<file path="src/rtl/uart_fw_loader.sv">
// uart_fw_loader: UART command stream loader packing bytes into 32-bit bus writes.
// Build option LOADER_CHECKSUM_EN adds a trailing mod-256 checksum byte per load.
module uart_fw_loader #(
    parameter int          ADDR_W    = 16,
    parameter int unsigned BASE_ADDR = 0
) (
    input  logic              clk,
    input  logic              reset,
    input  logic              rx_valid,
    input  logic [7:0]        rx_data,
    output logic              tx_valid,
    output logic [7:0]        tx_data,
    input  logic              tx_ready,
    output logic              mem_valid,
    output logic [ADDR_W-1:0] mem_addr,
    output logic [31:0]       mem_wdata,
    output logic [3:0]        mem_wstrb,
    input  logic              mem_ready,
    output logic              run,
    output logic              busy,
    output logic              err
);

    localparam logic [7:0] CMD_LOAD = 8'h01;
    localparam logic [7:0] CMD_RUN  = 8'h02;
    localparam logic [7:0] ACK      = 8'h06;
    localparam logic [7:0] NAK      = 8'h15;

    // Bytes that fit between BASE_ADDR and the top of the address space.
    localparam logic [63:0] LIMIT = (64'd1 << ADDR_W) - 64'(BASE_ADDR);

    typedef enum logic [2:0] {
        S_IDLE,
        S_LEN,
        S_DATA,
`ifdef LOADER_CHECKSUM_EN
        S_CSUM,
`endif
        S_FLUSH,
        S_REPLY
    } state_t;

    state_t            state_q;
    logic [31:0]       len_q;
    logic [1:0]        lcnt_q;
    logic [31:0]       cnt_q;
    logic [31:0]       asm_q;
    logic              ovf_q;
    logic              err_q;
    logic              mem_valid_q;
    logic [ADDR_W-1:0] mem_addr_q;
    logic [31:0]       mem_wdata_q;
    logic [3:0]        mem_wstrb_q;
    logic              tx_valid_q;
    logic [7:0]        tx_data_q;
    logic              run_q;
`ifdef LOADER_CHECKSUM_EN
    logic [7:0]        sum_q;
    logic              csum_bad_q;
`endif

    logic [31:0]       len_d;
    logic [1:0]        lane_d;
    logic              last_d;
    logic              word_done_d;
    logic              pend_d;
    logic [31:0]       wdata_d;
    logic [3:0]        wstrb_d;
    logic [ADDR_W-1:0] addr_d;
    logic [7:0]        code_d;

    always_comb begin
        len_d       = {rx_data, len_q[31:8]};
        lane_d      = cnt_q[1:0];
        last_d      = (cnt_q == len_q - 32'd1);
        word_done_d = (lane_d == 2'd3) || last_d;
        pend_d      = mem_valid_q && !mem_ready;
        wdata_d     = asm_q;
        wdata_d[8*lane_d +: 8] = rx_data;
        // Lanes 0..lane filled; lane 3 yields a full 0xF mask.
        wstrb_d     = 4'((5'b00010 << lane_d) - 5'd1);
        addr_d      = ADDR_W'(BASE_ADDR + {cnt_q[31:2], 2'b00});
`ifdef LOADER_CHECKSUM_EN
        code_d      = (err_q || ovf_q || csum_bad_q) ? NAK : ACK;
`else
        code_d      = (err_q || ovf_q) ? NAK : ACK;
`endif
    end

    always_ff @(posedge clk) begin
        if (reset) begin
            state_q     <= S_IDLE;
            len_q       <= '0;
            lcnt_q      <= '0;
            cnt_q       <= '0;
            asm_q       <= '0;
            ovf_q       <= 1'b0;
            err_q       <= 1'b0;
            mem_valid_q <= 1'b0;
            mem_addr_q  <= '0;
            mem_wdata_q <= '0;
            mem_wstrb_q <= '0;
            tx_valid_q  <= 1'b0;
            tx_data_q   <= '0;
            run_q       <= 1'b0;
`ifdef LOADER_CHECKSUM_EN
            sum_q       <= '0;
            csum_bad_q  <= 1'b0;
`endif
        end else begin
            run_q <= 1'b0;
            if (mem_valid_q && mem_ready) begin
                mem_valid_q <= 1'b0;
            end
            unique case (state_q)
                S_IDLE: begin
                    if (rx_valid) begin
                        if (rx_data == CMD_LOAD) begin
                            state_q <= S_LEN;
                            lcnt_q  <= '0;
                            len_q   <= '0;
                            err_q   <= 1'b0;
                        end else if (rx_data == CMD_RUN) begin
                            // Reply is raised the cycle after the run pulse.
                            run_q     <= 1'b1;
                            tx_data_q <= ACK;
                            state_q   <= S_REPLY;
                        end else begin
                            tx_valid_q <= 1'b1;
                            tx_data_q  <= NAK;
                            state_q    <= S_REPLY;
                        end
                    end
                end
                S_LEN: begin
                    if (rx_valid) begin
                        len_q  <= len_d;
                        lcnt_q <= lcnt_q + 2'd1;
                        if (lcnt_q == 2'd3) begin
                            cnt_q   <= '0;
                            asm_q   <= '0;
                            ovf_q   <= ({32'd0, len_d} > LIMIT);
`ifdef LOADER_CHECKSUM_EN
                            sum_q      <= '0;
                            csum_bad_q <= 1'b0;
`endif
                            state_q <= (len_d == 32'd0) ? S_FLUSH : S_DATA;
                        end
                    end
                end
                S_DATA: begin
                    if (rx_valid) begin
                        cnt_q <= cnt_q + 32'd1;
                        asm_q <= wdata_d;
`ifdef LOADER_CHECKSUM_EN
                        sum_q <= sum_q + rx_data;
`endif
                        if (word_done_d) begin
                            asm_q <= '0;
                            if (!ovf_q) begin
                                if (pend_d) begin
                                    err_q <= 1'b1;
                                end else begin
                                    mem_valid_q <= 1'b1;
                                    mem_addr_q  <= addr_d;
                                    mem_wdata_q <= wdata_d;
                                    mem_wstrb_q <= wstrb_d;
                                end
                            end
                        end
                        if (last_d) begin
`ifdef LOADER_CHECKSUM_EN
                            state_q <= S_CSUM;
`else
                            state_q <= S_FLUSH;
`endif
                        end
                    end
                end
`ifdef LOADER_CHECKSUM_EN
                S_CSUM: begin
                    if (rx_valid) begin
                        csum_bad_q <= (rx_data != sum_q);
                        state_q    <= S_FLUSH;
                    end
                end
`endif
                S_FLUSH: begin
                    if (!mem_valid_q) begin
                        tx_valid_q <= 1'b1;
                        tx_data_q  <= code_d;
                        state_q    <= S_REPLY;
                    end
                end
                S_REPLY: begin
                    if (!tx_valid_q) begin
                        tx_valid_q <= 1'b1;
                    end else if (tx_ready) begin
                        tx_valid_q <= 1'b0;
                        state_q    <= S_IDLE;
                    end
                end
                default: state_q <= S_IDLE;
            endcase
        end
    end

    assign tx_valid  = tx_valid_q;
    assign tx_data   = tx_data_q;
    assign mem_valid = mem_valid_q;
    assign mem_addr  = mem_addr_q;
    assign mem_wdata = mem_wdata_q;
    assign mem_wstrb = mem_wstrb_q;
    assign run       = run_q;
    assign busy      = (state_q != S_IDLE);
    assign err       = err_q;

endmodule

</file>
<file path="config.mk">
export PLATFORM = sky130hd
export DESIGN_NAME = uart_fw_loader
export DESIGN_NICKNAME = d
export VERILOG_FILES = /design/src/rtl/uart_fw_loader.sv
export SDC_FILE = /design/constraint.sdc
export NUM_CORES = 1
export LEC_CHECK = 0
export ABC_AREA = 1
export BUFFER_PORTS_ARGS = -buffer_cell sky130_fd_sc_hd__buf_2
export CORE_MARGIN = 2
export CORE_UTILIZATION = 40
export DETAILED_ROUTE_END_ITERATION = 8
export SLEW_MARGIN = 20
export SYNTH_ARGS = -nofsm -noshare
export SYNTH_HDL_FRONTEND = slang
export SYNTH_SLANG_ARGS = --single-unit
</file>
<file path="constraint.sdc">
create_clock -name clk -period 5.91 [get_ports clk]
set_clock_uncertainty 0.1 [all_clocks]
set_input_delay 0.2955 -clock clk [delete_from_list [all_inputs] [get_ports clk]]
set_output_delay 0.2955 -clock clk [all_outputs]
set_load 0.02 [all_outputs]
</file>
# [Yosys cells after proc, flatten, opt, wreduce, memory -nomap -nowiden]
# Cells that the tools add are included.
# W data, S select, Z words.
[totals] input_bits=13 word_cells=126 output_inout_bits=65 reg_bits=164
[classes] mux=54 bitwise=4 eq_ne=23 magnitude_cmp=1 add_sub_neg=5 n_shift=3 n_reduce_logical=22
[ops] operator="$mux W32" n=8
[ops] operator="$pmux W32 S2" n=3
[ops] operator="$neg A5 Y34" n=1
[ops] operator="$shift A8 B34 Y32 const A" n=1
[ops] operator="$shiftx A8 B34 Y32" n=1
[ops] operator="$add A32 B1 Y32 const B" n=1
[ops] operator="$bwmux W32" n=1
[ops] operator="$eq A32 B32 Y1" n=1
[ops] operator="$gt A32 B17 Y1 const B" n=1
[ops] operator="$logic_not A32 Y1" n=1
[ops] operator="$sub A32 B1 Y32 const B" n=1
[ops] operator="$ne A2 B2 Y1 const B" n=14
[ops] operator="$mux W3" n=9
[ops] operator="$mux W8" n=3
[ops] operator="$mux W1" n=20
[ops] operator="$pmux W8 S2" n=1
[ops] operator="$pmux W3 S5" n=1
[ops] operator="$reduce_and A4 Y1" n=3
[ops] operator="$mux W5" n=2
[ops] operator="$reduce_and A5 Y1" n=2
[ops] operator="$eq A8 B1 Y1 const B" n=1
[ops] operator="$eq A8 B2 Y1 const B" n=1
[ops] operator="$reduce_and A8 Y1" n=1
[ops] operator="$reduce_bool A2 Y1" n=4
[ops] operator="other kinds (20)" n=30

# [Logic depth before layout (Yosys ltp)]
[logic_depth] depth_word=7 ltp_mapped=20 ltp_nobuf=19

# [Worst setup path before layout]
# Ideal clock, no wire load.
[synth_timing] path_kind="register -> register" startpoint="register len_q[0]" endpoint="register mem_wdata_q[14] (netlist: mem_wdata[14])" t_required_ps=5700 setup_ps=110 period_less_slack_ps=2433 path_slack_ps=3477 path_buffers=2 arrival_ps=2223 stages_incl_launch_ff=19 cell_sequence="dfxtp_1 inv_2 ha_1 nand2_2 nor2_4 nand2_1 nor2_1 xor2_1 inv_1 nor2_1 nand2_1 nor2_1 nand3_1 nand2_2 buf_4 buf_4 nand4_1 nand2_1 nor2_1"
[synth_between] elab_chain_len=4
[synth_lines] element="start: declaration" line_no="44" source="logic [31:0] len_q;"
[synth_lines] element="start signal: assignment" line_no="137" source="len_q <= len_d;"
[synth_lines] element="$sub A32 B1 Y32" line_no="75" source="last_d = (cnt_q == len_q - 32'd1);"
[synth_lines] element="$eq A32 B32 Y1" line_no="75"
[synth_lines] element="$logic_or A1 B1 Y1" line_no="76" source="word_done_d = (lane_d == 2'd3) || last_d;"
[synth_lines] element="$reduce_and A5 Y1 (no source line)"
[synth_lines] element="end signal: assignment" line_no="166" source="mem_wdata_q <= wdata_d;"
[synth_lines] element="end: declaration" line_no="52" source="logic [31:0] mem_wdata_q;"
# No other way between the ends.
# A chain may end at the register's enable or synchronous reset.

# [Worst setup path after layout]
[layout_timing] startpoint="register len_q[0]" endpoint="register asm_q[26]"
[layout_between] elab_chain_len=6
[layout_lines] element="$sub A32 B1 Y32" line_no="75"
[layout_lines] element="$eq A32 B32 Y1" line_no="75"
[layout_lines] element="$logic_or A1 B1 Y1" line_no="76"
[layout_lines] element="$mux W32" line_no="158" source="if (word_done_d) begin"
[layout_lines] element="$mux W32" line_no="152" source="if (rx_valid) begin"
[layout_lines] element="$pmux W32 S2" line_no="115" source="unique case (state_q)"
[layout_lines] element="end signal: assignment" line_no="154" source="asm_q <= wdata_d;"
[layout_lines] element="end: declaration" line_no="47" source="logic [31:0] asm_q;"
# No other way between the ends. The select of a mux whose other input is x is not followed.

==> flow_metrics.py <==
metrics = {
    "synthesis": {
        "ys_dominant_reg_cell": "sky130_fd_sc_hd__dfxtp_1",
        "ys_warn_count": 0,
        "number_of_flops_mapped_to_enable_cells_by_yosys": 0,
        "ys_seq_elements": 159,
        "synthCells": 1467,
        "synthesis.area_sq_um": 9170,
        "synth_cell_types": 40,
        "share_of_flip_flops_with_an_asynchronous_set_or_reset": 0,
        "post_synth.cell_area_avg_sq_um": 6.25,
        "synth-seq-area-share": 0.347,
    },
    "drt": {
        "drtIter0Drc": 789,
        "routed_wire_length_per_instance_um": 14.9,
        "first_pass_iters": 5,
        "drcViolationCount": 0,
        "routed_via_density": 5.08,
        "dr_total_vias": 9132,
        "routed_wirelength_um": 26700,
        "antenna_viol_nets_final": 0,
    },
    "critical_path": {
        "crit_path_end_kind": "flop",
        "setup_slack_of_the_most_critical_reg_to_reg_path_ps": 2630,
        "critical_path.slowest_cell": "sky130_fd_sc_hd__inv_1",
        "cpMostUsedCell": "sky130_fd_sc_hd__nand2_1",
        "worst_setup_path_start_kind": "flop",
        "path_class": "reg2reg",
        "worstPathCellList": "inv_2 -> ha_1 -> nand2_2 -> nor2_2 -> nand2_1 -> o21ai_1 -> nand3_1 -> nand2_1 -> nor2_1 -> nand2_1 -> nor2_1 -> nand3_1 -> nand3_1 -> inv_1 -> nand2_1 -> a21oi_1",
        "regToRegEndpoint": "asm_q[26]$_SDFFE_PP0P_",
        "worst_setup_sp": "len_q[0]$_SDFFE_PP0P_",
        "critical-path-max-stage-delay_ps": 780,
        "worst-path-max-fanout": 32,
        "critical_path_required_ps": 6160,
        "crit_path_dat_ps": 3530,
        "reg2reg_launch_point": "len_q[0]$_SDFFE_PP0P_",
        "critical_path.top_delay_family": "simple AND/OR/NAND/NOR gates",
        "ff2ff_path_depth": 16,
        "path_buf_inv": 2,
    },
    "sta": {
        "finalCritPeriodShare": 0.556,
        "fin_crit_ps": 3280,
        "setup_tns_final_ps": 0,
        "final_hold_viol_count": 0,
        "timing.final.ws_setup_ps": 2630,
        "whs_ps": 15.1,
        "timing_worst_slew_pin_value_ps": 1070,
        "achievable_clock_frequency_mhz": 304,
        "report.final.slew_viol_count": 0,
        "number_of_setup_violations_in_the_final_report": 0,
        "grt_setup_unrepaired": "no",
        "relative_slew_slack": 0.288,
    },
    "job": {
        "max_cap_violations": 0,
    },
    "floorplanning": {
        "initial_core_util": 0.406,
        "die_height_um": 155,
        "coreArea_sq_um": 22600,
        "boundaryPins": 78,
        "floorplan.die.width_um": 155,
        "die_area_sq_um": 24200,
        "placement_rows": 55,
    },
    "clock_network": {
        "clk_lat_worst_skew_ps": 430,
        "cts_root_buffer": "sky130_fd_sc_hd__clkbuf_16",
        "tritoncts": "done",
        "htree_num_levels": 4,
        "post_cts_buffers": 0,
        "hold_fix_buffers_at_cts": 0,
        "cts_made_buffers": 17,
        "clk_pin_slew_ps": 70,
        "cts.path.max_buffers": 2,
        "cts_repair_resize_count": 0,
        "cts_num_sinks": 159,
    },
    "pwr": {
        "power.sequential.fraction": 0.306,
        "netSwitchingFraction": 0.411,
        "power_leakage_uw": 0.00461,
        "powerDensity_nw_per_um2": 375,
        "power_uw": 3850,
        "ir_worst_vdd_mv": 0.195,
        "power_switching_uw": 1580,
        "clock_power_share": 0.311,
        "power.combinational.fraction": 0.383,
        "p_int_uw": 2270,
    },
    "worst_hold_path": {
        "whs_path_depth": 2,
        "worst_hold_path.endpoint": "tx_valid$_SDFFE_PP0P_",
        "hold_path.class": "in2reg",
        "holdCritStartpoint": "tx_ready",
    },
    "global_route": {
        "grt_overflow_total": 0,
        "antenna_found_initial": 0,
        "grt_first_pass_wirelength_um": 43500,
        "number_of_global_route_vias_before_repair": 8278,
        "track_usage": 0.223,
        "maximum_number_of_pins_on_one_net_before_global_route_repair": 72,
    },
    "cells_and_area": {
        "layout.cells.most_common": "sky130_fd_sc_hd__nand2_1",
        "final_cell_mix": "sky130_fd_sc_hd__nand2_1, sky130_fd_sc_hd__nor2_1, sky130_fd_sc_hd__inv_1",
        "stdcell_count": 1798,
        "antenna_cells": 0,
        "syn2layout_area_growth_pct": 11.9,
        "n_fill_cell": 2381,
        "layout-drive-gt1-share": 0.0872,
        "nNetsFinal": 1522,
    },
    "place": {
        "place.detailed.hpwl_um": 19100,
        "gp_congestion": 0.912,
        "place_inst": 1767,
        "place.port_buffers": 71,
        "post-place-ws_ps": 2690,
    },
    "outcome": {
        "status": "finished, final reports clean",
    },
}
==> through the flow <==
| stage | util | area [sq um] |
|---|---|---|
| after CTS | 0.455 | 10300 |
| after global routing | 0.455 | 10300 |
| after detailed placement | 0.427 | 9630 |
| after floorplan | - | 9190 |
| after global placement | 0.427 | 9630 |
| final | 0.455 | 10300 |
==> per-layer routing <==
metal  vias up  wire length, um  track usage
met5         -                0            0
met4         0              410       0.0555
met3        30             1340       0.0323
met2       257            12000        0.358
met1      4125            13000        0.316
li1       4720                -            -
==> cell usage after synthesis, types with 2 or more instances <==
library cell / count / area share
sky130_fd_sc_hd__o22ai_1: 8 / 0.0055
sky130_fd_sc_hd__a22oi_1: 24 / 0.020
sky130_fd_sc_hd__buf_2: 7 / 0.0038
sky130_fd_sc_hd__nor3_1: 26 / 0.014
sky130_fd_sc_hd__buf_6: 5 / 0.0061
sky130_fd_sc_hd__o21a_1: 4 / 0.0033
sky130_fd_sc_hd__buf_4: 9 / 0.0074
sky130_fd_sc_hd__nand3_1: 49 / 0.027
sky130_fd_sc_hd__clkbuf_1: 43 / 0.018
sky130_fd_sc_hd__nor2_2: 5 / 0.0034
sky130_fd_sc_hd__nand2_2: 5 / 0.0034
sky130_fd_sc_hd__clkinv_1: 3 / 0.0012
sky130_fd_sc_hd__inv_2: 4 / 0.0016
sky130_fd_sc_hd__ha_1: 8 / 0.011
sky130_fd_sc_hd__nand3b_1: 3 / 0.0025
sky130_fd_sc_hd__nand2_1: 353 / 0.14
sky130_fd_sc_hd__a21oi_1: 102 / 0.056
sky130_fd_sc_hd__nand4_1: 60 / 0.041
sky130_fd_sc_hd__nor4_1: 7 / 0.0048
sky130_fd_sc_hd__o21ai_1: 4 / 0.0022
sky130_fd_sc_hd__inv_1: 224 / 0.092
sky130_fd_sc_hd__xnor2_1: 11 / 0.011
sky130_fd_sc_hd__buf_1: 5 / 0.0020
sky130_fd_sc_hd__dfxtp_1: 159 / 0.35
sky130_fd_sc_hd__xor2_1: 20 / 0.019
sky130_fd_sc_hd__o21ai_0: 57 / 0.031
sky130_fd_sc_hd__a211oi_1: 20 / 0.016
sky130_fd_sc_hd__nor2_4: 2 / 0.0025
sky130_fd_sc_hd__nor2_1: 229 / 0.094
==> state kept, by name, indices dropped and copies added, names as in the netlist <==
signal     cells
mem_valid      1
mem_wstrb      4
ovf_q          1
lcnt_q         2
asm_q         32
mem_wdata     32
run            1
len_q         32
tx_data        3
tx_valid       1
cnt_q         32
mem_addr      14
state_q        3
err            1
==> worst max path at each step <==
stage,end,cells after the start
after floorplan,mem_wdata[14]$_SDFFE_PP0P_,18
after global placement,asm_q[13]$_SDFFE_PP0P_,16
after detailed placement,asm_q[5]$_SDFFE_PP0P_,16
after CTS,asm_q[2]$_SDFFE_PP0P_,16
after global routing,asm_q[11]$_SDFFE_PP0P_,16
final,asm_q[26]$_SDFFE_PP0P_,16
==> final cells by class <==
cell class | instances | area [sq um] | share of cell area
clock buffer | 19 | 443 | 0.0432
clock inverter | 12 | 185 | 0.0180
inverter | 231 | 867 | 0.0845
multi-input combinational | 1013 | 4810 | 0.469
sequential | 159 | 3180 | 0.310
tap | 285 | 357 | 0.0347
timing repair buffer | 79 | 415 | 0.0405
==> power groups by stage <==
stage	registers, uW	logic [uW]	clock network, uW
floorplan	1200	1100	0
global placement	1200	1450	0
detailed placement	1200	1440	0
CTS	1180	1450	1220
global route	1180	1670	1260
finish	1180	1480	1200
==> kinds of logic (layout without fill, tap and decap cells) <==
group,Yosys count,count (layout),share of synthesized area
and+or+nand+nor,743,743,0.341
buffers and inverters,300,341,0.132
other,1,6,0.000409
xor gates and xnor gates,31,31,0.0296
AOI/OAI and AO/OA,225,225,0.139
DFF,159,159,0.347
adders and majority gates,8,8,0.0109
Note: power is estimated with default switching activity, not from simulation.
